$ cat config.mk
export PLATFORM = sky130hd
export DESIGN_NAME = mux_scan_sequencer
export DESIGN_NICKNAME = d
export VERILOG_FILES = /design/src/rtl/mux_scan_pkg.sv /design/src/rtl/scan_settle_timer.sv /design/src/rtl/mux_scan_sequencer.sv
export SDC_FILE = /design/constraint.sdc
export NUM_CORES = 1
export LEC_CHECK = 0
export ABC_AREA = 1
export CAP_MARGIN = 10
export CORE_MARGIN = 2
export CORE_UTILIZATION = 52
export DETAILED_ROUTE_END_ITERATION = 6
export GPL_ROUTABILITY_DRIVEN = 1
export PLACE_DENSITY = 0.9
export SETUP_SLACK_MARGIN = 0.5
export SYNTH_ARGS = -nofsm -noshare
export SYNTH_HDL_FRONTEND = slang
export SYNTH_SLANG_ARGS = --single-unit
export TNS_END_PERCENT = 1
$ cat constraint.sdc
create_clock -name clk -period 1.6 [get_ports clk]
set_input_delay 0.48 -clock clk [delete_from_list [all_inputs] [get_ports clk]]
set_output_delay 0.48 -clock clk [all_outputs]
set_load 0.02 [all_outputs]
$ cat src/rtl/mux_scan_pkg.sv
// ---------------------------------------------------------------------------
// mux_scan_pkg
// Shared definitions for the mux scan sequencer slice.
//   - scan_state_t : sequencer FSM states (IDLE, SETTLE, SAMPLE, DONE)
//   - MUX_SCAN_NUM_CH / MUX_SCAN_SETTLE : default channel count and settle time
// No ports (package).
// ---------------------------------------------------------------------------
package mux_scan_pkg;

    localparam int MUX_SCAN_NUM_CH = 8;
    localparam int MUX_SCAN_SETTLE = 1;

    typedef enum logic [1:0] {
        IDLE,
        SETTLE,
        SAMPLE,
        DONE
    } scan_state_t;

endpackage

$ cat src/rtl/scan_settle_timer.sv
// ---------------------------------------------------------------------------
// scan_settle_timer
// Loadable down-counter used to hold the mux select for a fixed number of
// cycles before a sample is taken. Once loaded it counts down by one per
// cycle and then rests at zero until it is loaded again.
// Ports:
//   clk      in   rising-edge clock
//   rst_n    in   synchronous active-low reset (count -> 0)
//   load     in   load load_val this cycle (wins over counting)
//   load_val in   W  value to load
//   zero     out  count is zero
// ---------------------------------------------------------------------------
module scan_settle_timer #(
    parameter int W = 1
) (
    input  logic         clk,
    input  logic         rst_n,
    input  logic         load,
    input  logic [W-1:0] load_val,
    output logic         zero
);

    logic [W-1:0] count;

    // Counter register: a load always takes priority so the sequencer can
    // restart the wait on the same edge that ends the previous one; otherwise
    // count down and park at zero.
    always_ff @(posedge clk) begin
        if (!rst_n) begin
            count <= '0;
        end else if (load) begin
            count <= load_val;
        end else if (count != '0) begin
            count <= count - 1'b1;
        end
    end

    assign zero = (count == '0);

endmodule

$ cat src/rtl/mux_scan_sequencer.sv
// ---------------------------------------------------------------------------
// mux_scan_sequencer
// Steps an external NUM_CH:1 mux through every channel, waits SETTLE cycles
// on each select value, samples the mux output and assembles a NUM_CH-bit
// snapshot that is offered to a consumer over a valid/ready handshake.
// Ports:
//   clk        in   rising-edge clock
//   rst_n      in   synchronous active-low reset
//   start      in   single-cycle scan request (ignored while busy)
//   cont_en    in   continuous mode, sampled at each handshake
//   mux_out    in   output of the scanned mux
//   sel        out  SEL_W  mux select
//   busy       out  scan in progress / word waiting
//   data       out  NUM_CH snapshot, bit i sampled with sel=i
//   data_valid out  snapshot available
//   changed    out  NUM_CH (MUX_SCAN_CHANGE_DET_EN only) data ^ previous word
//   any_change out  (MUX_SCAN_CHANGE_DET_EN only) |changed
//   data_ready in   consumer accepts when data_valid && data_ready
// Optional feature macro: MUX_SCAN_CHANGE_DET_EN
// ---------------------------------------------------------------------------
module mux_scan_sequencer #(
    parameter int  NUM_CH = mux_scan_pkg::MUX_SCAN_NUM_CH,
    parameter int  SETTLE = mux_scan_pkg::MUX_SCAN_SETTLE,
    localparam int SEL_W  = $clog2(NUM_CH)
) (
    input  logic              clk,
    input  logic              rst_n,
    input  logic              start,
    input  logic              cont_en,
    input  logic              mux_out,
    output logic [SEL_W-1:0]  sel,
    output logic              busy,
    output logic [NUM_CH-1:0] data,
    output logic              data_valid,
`ifdef MUX_SCAN_CHANGE_DET_EN
    output logic [NUM_CH-1:0] changed,
    output logic              any_change,
`endif
    input  logic              data_ready
);

    import mux_scan_pkg::*;

    // The timer only ever holds SETTLE-1, so it never needs more bits than that.
    localparam int               CNT_W       = (SETTLE > 1) ? $clog2(SETTLE) : 1;
    localparam logic [SEL_W-1:0] LAST_SEL    = SEL_W'(NUM_CH - 1);
    localparam logic [CNT_W-1:0] SETTLE_LOAD = CNT_W'(SETTLE - 1);

    scan_state_t       state;
    logic [NUM_CH-1:0] acc;
    logic [NUM_CH-1:0] acc_next;
    logic              handshake;
    logic              timer_load;
    logic              timer_zero;
    logic              word_done;

    assign handshake = data_valid && data_ready;
    assign word_done = (state == SAMPLE) && (sel == LAST_SEL);

    // The accumulator with the current sample merged in. Using it for both
    // acc and data lets the final channel land in the delivered word on the
    // same edge it is sampled.
    always_comb begin
        acc_next      = acc;
        acc_next[sel] = mux_out;
    end

    // A fresh settle wait starts whenever the FSM enters SETTLE: from an
    // accepted start, after a non-final sample, or on a continuous handshake.
    always_comb begin
        timer_load = 1'b0;
        case (state)
            IDLE:    timer_load = start;
            SAMPLE:  timer_load = (sel != LAST_SEL);
            DONE:    timer_load = handshake && cont_en;
            default: timer_load = 1'b0;
        endcase
    end

    scan_settle_timer #(
        .W(CNT_W)
    ) u_settle_timer (
        .clk      (clk),
        .rst_n    (rst_n),
        .load     (timer_load),
        .load_val (SETTLE_LOAD),
        .zero     (timer_zero)
    );

    // Main sequencer. All outputs are registered here so sel never glitches
    // into the mux and data/data_valid only move together.
    always_ff @(posedge clk) begin
        if (!rst_n) begin
            state      <= IDLE;
            sel        <= '0;
            data       <= '0;
            data_valid <= 1'b0;
            busy       <= 1'b0;
            acc        <= '0;
        end else begin
            case (state)
                IDLE: begin
                    sel <= '0;
                    if (start) begin
                        state <= mux_scan_pkg::SETTLE;
                        busy  <= 1'b1;
                    end
                end
                mux_scan_pkg::SETTLE: begin
                    if (timer_zero) begin
                        state <= SAMPLE;
                    end
                end
                SAMPLE: begin
                    acc <= acc_next;
                    if (sel == LAST_SEL) begin
                        state      <= DONE;
                        data       <= acc_next;
                        data_valid <= 1'b1;
                    end else begin
                        sel   <= sel + 1'b1;
                        state <= mux_scan_pkg::SETTLE;
                    end
                end
                DONE: begin
                    if (handshake) begin
                        data_valid <= 1'b0;
                        sel        <= '0;
                        if (cont_en) begin
                            state <= mux_scan_pkg::SETTLE;
                        end else begin
                            state <= IDLE;
                            busy  <= 1'b0;
                        end
                    end
                end
                default: begin
                    state <= IDLE;
                end
            endcase
        end
    end

`ifdef MUX_SCAN_CHANGE_DET_EN
    logic [NUM_CH-1:0] prev_word;

    // Change detection: the difference is captured alongside data, and the
    // reference word only advances once the consumer has taken a snapshot.
    always_ff @(posedge clk) begin
        if (!rst_n) begin
            prev_word <= '0;
            changed   <= '0;
        end else begin
            if (word_done) begin
                changed <= acc_next ^ prev_word;
            end
            if (handshake) begin
                prev_word <= data;
            end
        end
    end

    assign any_change = |changed;
`else
    logic unused_word_done;
    assign unused_word_done = word_done;
`endif

endmodule

Word-level counts from Yosys, hierarchy flattened
Index checks and enable logic that the tools add are counted.
{"block": "word_totals", "regBits": 24, "output_inout_bits": 13}
{"block": "op_classes", "add_sub_neg": 2, "order_cmp": 2, "n_eq_ne": 11, "mux": 20, "n_bitwise": 2, "n_reduce_logical": 13}
{"op": "!= test 2 bit (second input constant)", "n": 5}
{"op": "one-hot mux 3 bit (3 select lines)", "n": 1}
{"op": "AND reduction 3 bit", "n": 3}
{"op": "bitwise mux 8 bit", "n": 1}
{"op": "2-to-1 mux 2 bit", "n": 4}
{"op": "one-hot mux 2 bit (4 select lines)", "n": 1}
{"op": "2-to-1 mux 1 bit", "n": 7}
{"op": "2-to-1 mux 3 bit", "n": 2}
{"op": "equality test 2 bit (second input constant)", "n": 2}
{"op": "less-than comparator 3 x 4 -> 1 bit (second input constant)", "n": 1}
{"op": "one-hot mux 1 bit (2 select lines)", "n": 2}
{"op": "AND reduction 4 bit", "n": 1}
{"op": "nonzero test 2 bit", "n": 2}
{"op": "adder 3 x 1 -> 3 bit (second input constant)", "n": 1}
{"op": "demux 1 bit (select 3 bit)", "n": 1}
{"op": "equality test 3 bit (second input constant)", "n": 1}
{"op": ">= comparator 3 x 1 -> 1 bit (second input constant)", "n": 1}
{"op": "logical AND 1 bit", "n": 3}
{"op": "!= test 3 bit (second input constant)", "n": 1}
{"op": "one-hot mux 1 bit (3 select lines)", "n": 1}
{"op": "nonzero test 3 bit", "n": 1}
{"op": "OR reduction 3 bit", "n": 1}
{"op": "equality test 2 x 1 -> 1 bit (second input constant)", "n": 1}
{"op": "logical NOT 2 bit", "n": 1}
{"op": "4 further kinds", "n": 5}

Logic depth before layout (Yosys ltp)
{"block": "logic_depth", "word_depth": 5, "depth_mapped": 8}

Modules after synthesis
Synthesis repeated with hierarchy kept, for this count alone.
{"block": "hier_totals", "hier_cells": 175, "hier_area_um2": 1191.1}
{"mod": "mux_scan_sequencer", "instances": 1, "cells_each": 170, "area_each_um2": 1153.6}
{"mod": "scan_settle_timer", "instances": 1, "cells_each": 5, "area_each_um2": 37.5}

Worst setup path after synthesis
Ideal clock, no wire load.
{"block": "synth_path", "kind": "register to register", "startpoint": "register sel[1]", "endpoint": "register data[3]", "setup_time_ps": 109, "arrival_ps": 1429, "required_ps": 1491, "path_slack_ps": 62, "path_stages_with_launch": 9, "n_path_buf": 1, "synth_period_minus_slack_ps": 1538, "path_cell_list": "dfxtp_1 -> ha_1 -> ha_1 -> nand3_4 -> inv_6 -> buf_6 -> o211ai_1 -> nand2_1 -> inv_1"}
{"block": "synth_between", "elab_chain_len": 5, "elab_cells_between_ends": 8}
{"element": "start, declared", "line_no": "mux_scan_sequencer.sv:31", "rtl": "output logic [SEL_W-1:0] sel,"}
{"element": "start signal, assigned", "line_no": "mux_scan_sequencer.sv:121", "rtl": "sel <= sel + 1'b1;"}
{"element": "less-than comparator 3 x 4 -> 1 bit (not written as such) / >= comparator 3 x 1 -> 1 bit (equally long branches)", "line_no": "mux_scan_sequencer.sv:65", "rtl": "acc_next[sel] = mux_out;"}
{"element": "logical AND 1 bit (not written as such)", "line_no": "mux_scan_sequencer.sv:65"}
{"element": "2-to-1 mux 1 bit (not written as such)", "line_no": "mux_scan_sequencer.sv:65"}
{"element": "demux 1 bit (select 3 bit)", "line_no": "mux_scan_sequencer.sv:65"}
{"element": "bitwise mux 8 bit", "line_no": "mux_scan_sequencer.sv:65"}
{"element": "end signal, assigned", "line_no": "mux_scan_sequencer.sv:118", "rtl": "data <= acc_next;"}
{"element": "end, declared", "line_no": "mux_scan_sequencer.sv:33", "rtl": "output logic [NUM_CH-1:0] data,"}
Parallel ways exist; a longest one is shown, timed or not.
A chain may end at the register's enable or synchronous reset.

Worst setup path after layout
{"block": "layout_path", "startpoint": "register sel[1]", "endpoint": "register sel[2]"}
{"block": "layout_between", "elab_chain_len": 3, "elab_cells_between_ends": 6}
{"element": "adder 3 x 1 -> 3 bit / equality test 3 bit (equally long branches)", "line_no": "mux_scan_sequencer.sv:121, mux_scan_sequencer.sv:116"}
{"element": "2-to-1 mux 3 bit / != test 2 bit (equally long branches)"}
{"element": "one-hot mux 3 bit (3 select lines) / AND reduction 3 bit (equally long branches)"}
Parallel ways exist; a longest one is shown, timed or not. The select of a mux whose other input is x is not followed.

==> impl_metrics.env <==
export IMPL_start_kind="flop"
export IMPL_rrSetupSlack_ns=0.22
export IMPL_arrival_ns=1.60
export IMPL_setup_violations=0
export IMPL_antenna_found_initial=0
export IMPL_path_cells="buf_6, ha_4, ha_4, nand3_4, buf_6, nand4_1, nand2_1, nor2_1"
export IMPL_final_nets=216
export IMPL_grt_pass1_vias=1170
export IMPL_syn_area_per_cell_um2=6.87
export IMPL_pre_cts_ws_ns=0.0401
export IMPL_cap_violations=0
export IMPL_die_h_um=52.5
export IMPL_die_x_um=52.5
export IMPL_layout_commonest_cell="nand2_1"
export IMPL_num_rows=17
export IMPL_power_mw=1.56
export IMPL_peakVddDrop_uv=760
export IMPL_place_area_mm2=0.00147
export IMPL_clk_pin_slew_ns=0.14
export IMPL_clock_sinks=24
export IMPL_first_pass_iters=5
export IMPL_crit_buf_inv=2
export IMPL_fin_crit_ns=1.38
export IMPL_fin_area_mm2=0.00155
export IMPL_grt_remaining_overflow=0
export IMPL_layout_drive_gt1_share_pct=21.3
export IMPL_dr_total_vias=1282
export IMPL_crit_required_ns=1.82
export IMPL_hold_viol_final=0
export IMPL_finalCoreUtilization_pct=69.9
export IMPL_routed_wl_mm=3.17
export IMPL_fin_crit_sh_pct=86.0
export IMPL_cts_buffer_depth=2
export IMPL_critPathKind="reg -> reg"
export IMPL_cts_tree="done"
export IMPL_diodes=0
export IMPL_nFillCells=176
export IMPL_ys_types=20
export IMPL_grt_max_degree=16
export IMPL_route_detailed_drc=0
export IMPL_yosysWarnings=0
export IMPL_cp_max_fo=5
export IMPL_syn_area_mm2=0.00122
export IMPL_port_buffers=18
export IMPL_drt_initial_drc_count=52
export IMPL_timing_hold_ws_ns=0.481
export IMPL_dieArea_mm2=0.00275
export IMPL_hold_start="busy"
export IMPL_clk_latency_ns=0.32
export IMPL_finalMaxSlewViolations=0
export IMPL_ant_nets=0
export IMPL_register_area_um2=489
export IMPL_holdPathEnd="busy"
export IMPL_timing_fmax_ghz=0.727
export IMPL_htree_num_levels=1
export IMPL_cp_slowest_stage_delay_ns=0.37
export IMPL_status="finished, final reports clean"
export IMPL_initial_core_util_pct=55.3
export IMPL_gp_congestion=0.858
export IMPL_critical_path_depth=8
export IMPL_ys_seq_area_share_pct=39.3
export IMPL_fin_cells=235
export IMPL_powerDensity_mw_per_mm2=1010
export IMPL_coreArea_mm2=0.00221
export IMPL_cp_top_family="flip-flops"
export IMPL_layout_common_cells="nand2_1, nor2_1, inv_1, nand3_1, dfxtp_1"
export IMPL_multi_input_comb_area_um2=629
export IMPL_rsz0062_at_grt="yes"
export IMPL_syn_inst=178
export IMPL_end_kind="flop"
export IMPL_ys_ff_latch=24
export IMPL_cts_root_buffer="clkbuf_4"
export IMPL_syn_nets=186
export IMPL_area_growth_pct=26.4
export IMPL_p_leak_nw=0.790
export IMPL_clock_skew_final_ns=0.00380
export IMPL_reg2regPathDepth=8
export IMPL_cpMaxStageDelayCell="dfxtp_4"
export IMPL_r2r_start="sel[1]"
export IMPL_grt_total_usage_pct=25.3
export IMPL_wire_per_inst_um=13.5
export IMPL_dp_hpwl_mm=1.99
export IMPL_rr_endpoint="sel[2]"
export IMPL_numCtsBuffers=3
export IMPL_via_per_inst=5.46
export IMPL_ios=19
export IMPL_grt_pass1_wl_mm=5.14
export IMPL_fin_setup_tns_ns=0
export IMPL_fin_ws_ns=0.225
export IMPL_hold_class="reg -> reg"
export IMPL_dp_cells=224
export IMPL_hold_depth=2
## worst max-delay path by stage
stage          slack (ns)  endpoint  startpoint
5_1_grt              0.17   data[5]      sel[1]
3_3_place_gp         0.10   data[7]     mux_out
4_1_cts              0.24    sel[2]      sel[1]
6_report             0.22    sel[2]      sel[1]
2_1_floorplan        0.30   data[0]      sel[1]
3_5_place_dp         0.04    sel[2]  data_ready
## power breakdown
group | total (mW) | internal (mW) | switching [mW]
logic | 0.419 | 0.157 | 0.263
registers | 0.695 | 0.652 | 0.0439
clock network | 0.443 | 0.253 | 0.190
## flip-flops by register name, summed over array words and instances (netlist names)
signal                flops
state                     2
acc                       8
u_settle_timer.count      1
data                      8
busy                      1
data_valid                1
sel                       3
## final cells by class
type / count / share of cell area (%)
multi-input cells: 120 / 40.7
flip-flops and latches: 24 / 31.7
repair buffers: 29 / 13.8
inverters: 29 / 7.77
well taps: 28 / 2.27
clock inverters: 1 / 1.94
clock buffers: 3 / 1.46
repair inverters: 1 / 0.405
## repair_timing
item	in CTS	in global routing
hold buffers	0	0
setup buffers	6	0
cloned	1	0
endpoints found under the setup margin	36	36
resized for setup	60	2
pin swaps	1	0
## layer usage
| metal | share of wire (%) | track usage [%] | vias up |
|---|---|---|---|
| li1 | - | - | 625 |
| met1 | 40 | 30.7 | 573 |
| met2 | 50 | 42.1 | 73 |
| met3 | 7.9 | 4.00 | 11 |
| met4 | 2.5 | 14.5 | 0 |
| met5 | 0 | 0 | - |
## synth_stat cells (all sizes together)
cell,number,area share (%)
conb,1,0.31
nand4,6,3.1
dfxtp,24,39
clkbuf,2,0.61
ha,2,2.0
buf,3,2.3
o21ai,4,1.6
inv,29,9.3
nor2,29,8.9
o21a,7,4.3
a21oi,3,1.2
nand3,24,11
nand2,38,12
o211ai,6,3.7
## worst register-to-register path, delay by kind of cell (launching register included)
family / cells / cell delay (ns)
adder cells (fa/ha/maj): 2 / 0.30
buffers and inverters: 2 / 0.25
flip-flops: 1 / 0.37
AND/OR/NAND/NOR: 4 / 0.36
## logic make-up after synthesis
group | Yosys count | share of synthesized area (%)
AO/OA/AOI/OAI | 20 | 10.8
flip-flops | 24 | 39.3
other | 1 | 0.307
buffers and inverters | 34 | 12.2
AND/OR/NAND/NOR | 97 | 35.3
adder cells (fa/ha/maj) | 2 | 2.05
Note: power is estimated with default switching activity, not from simulation.
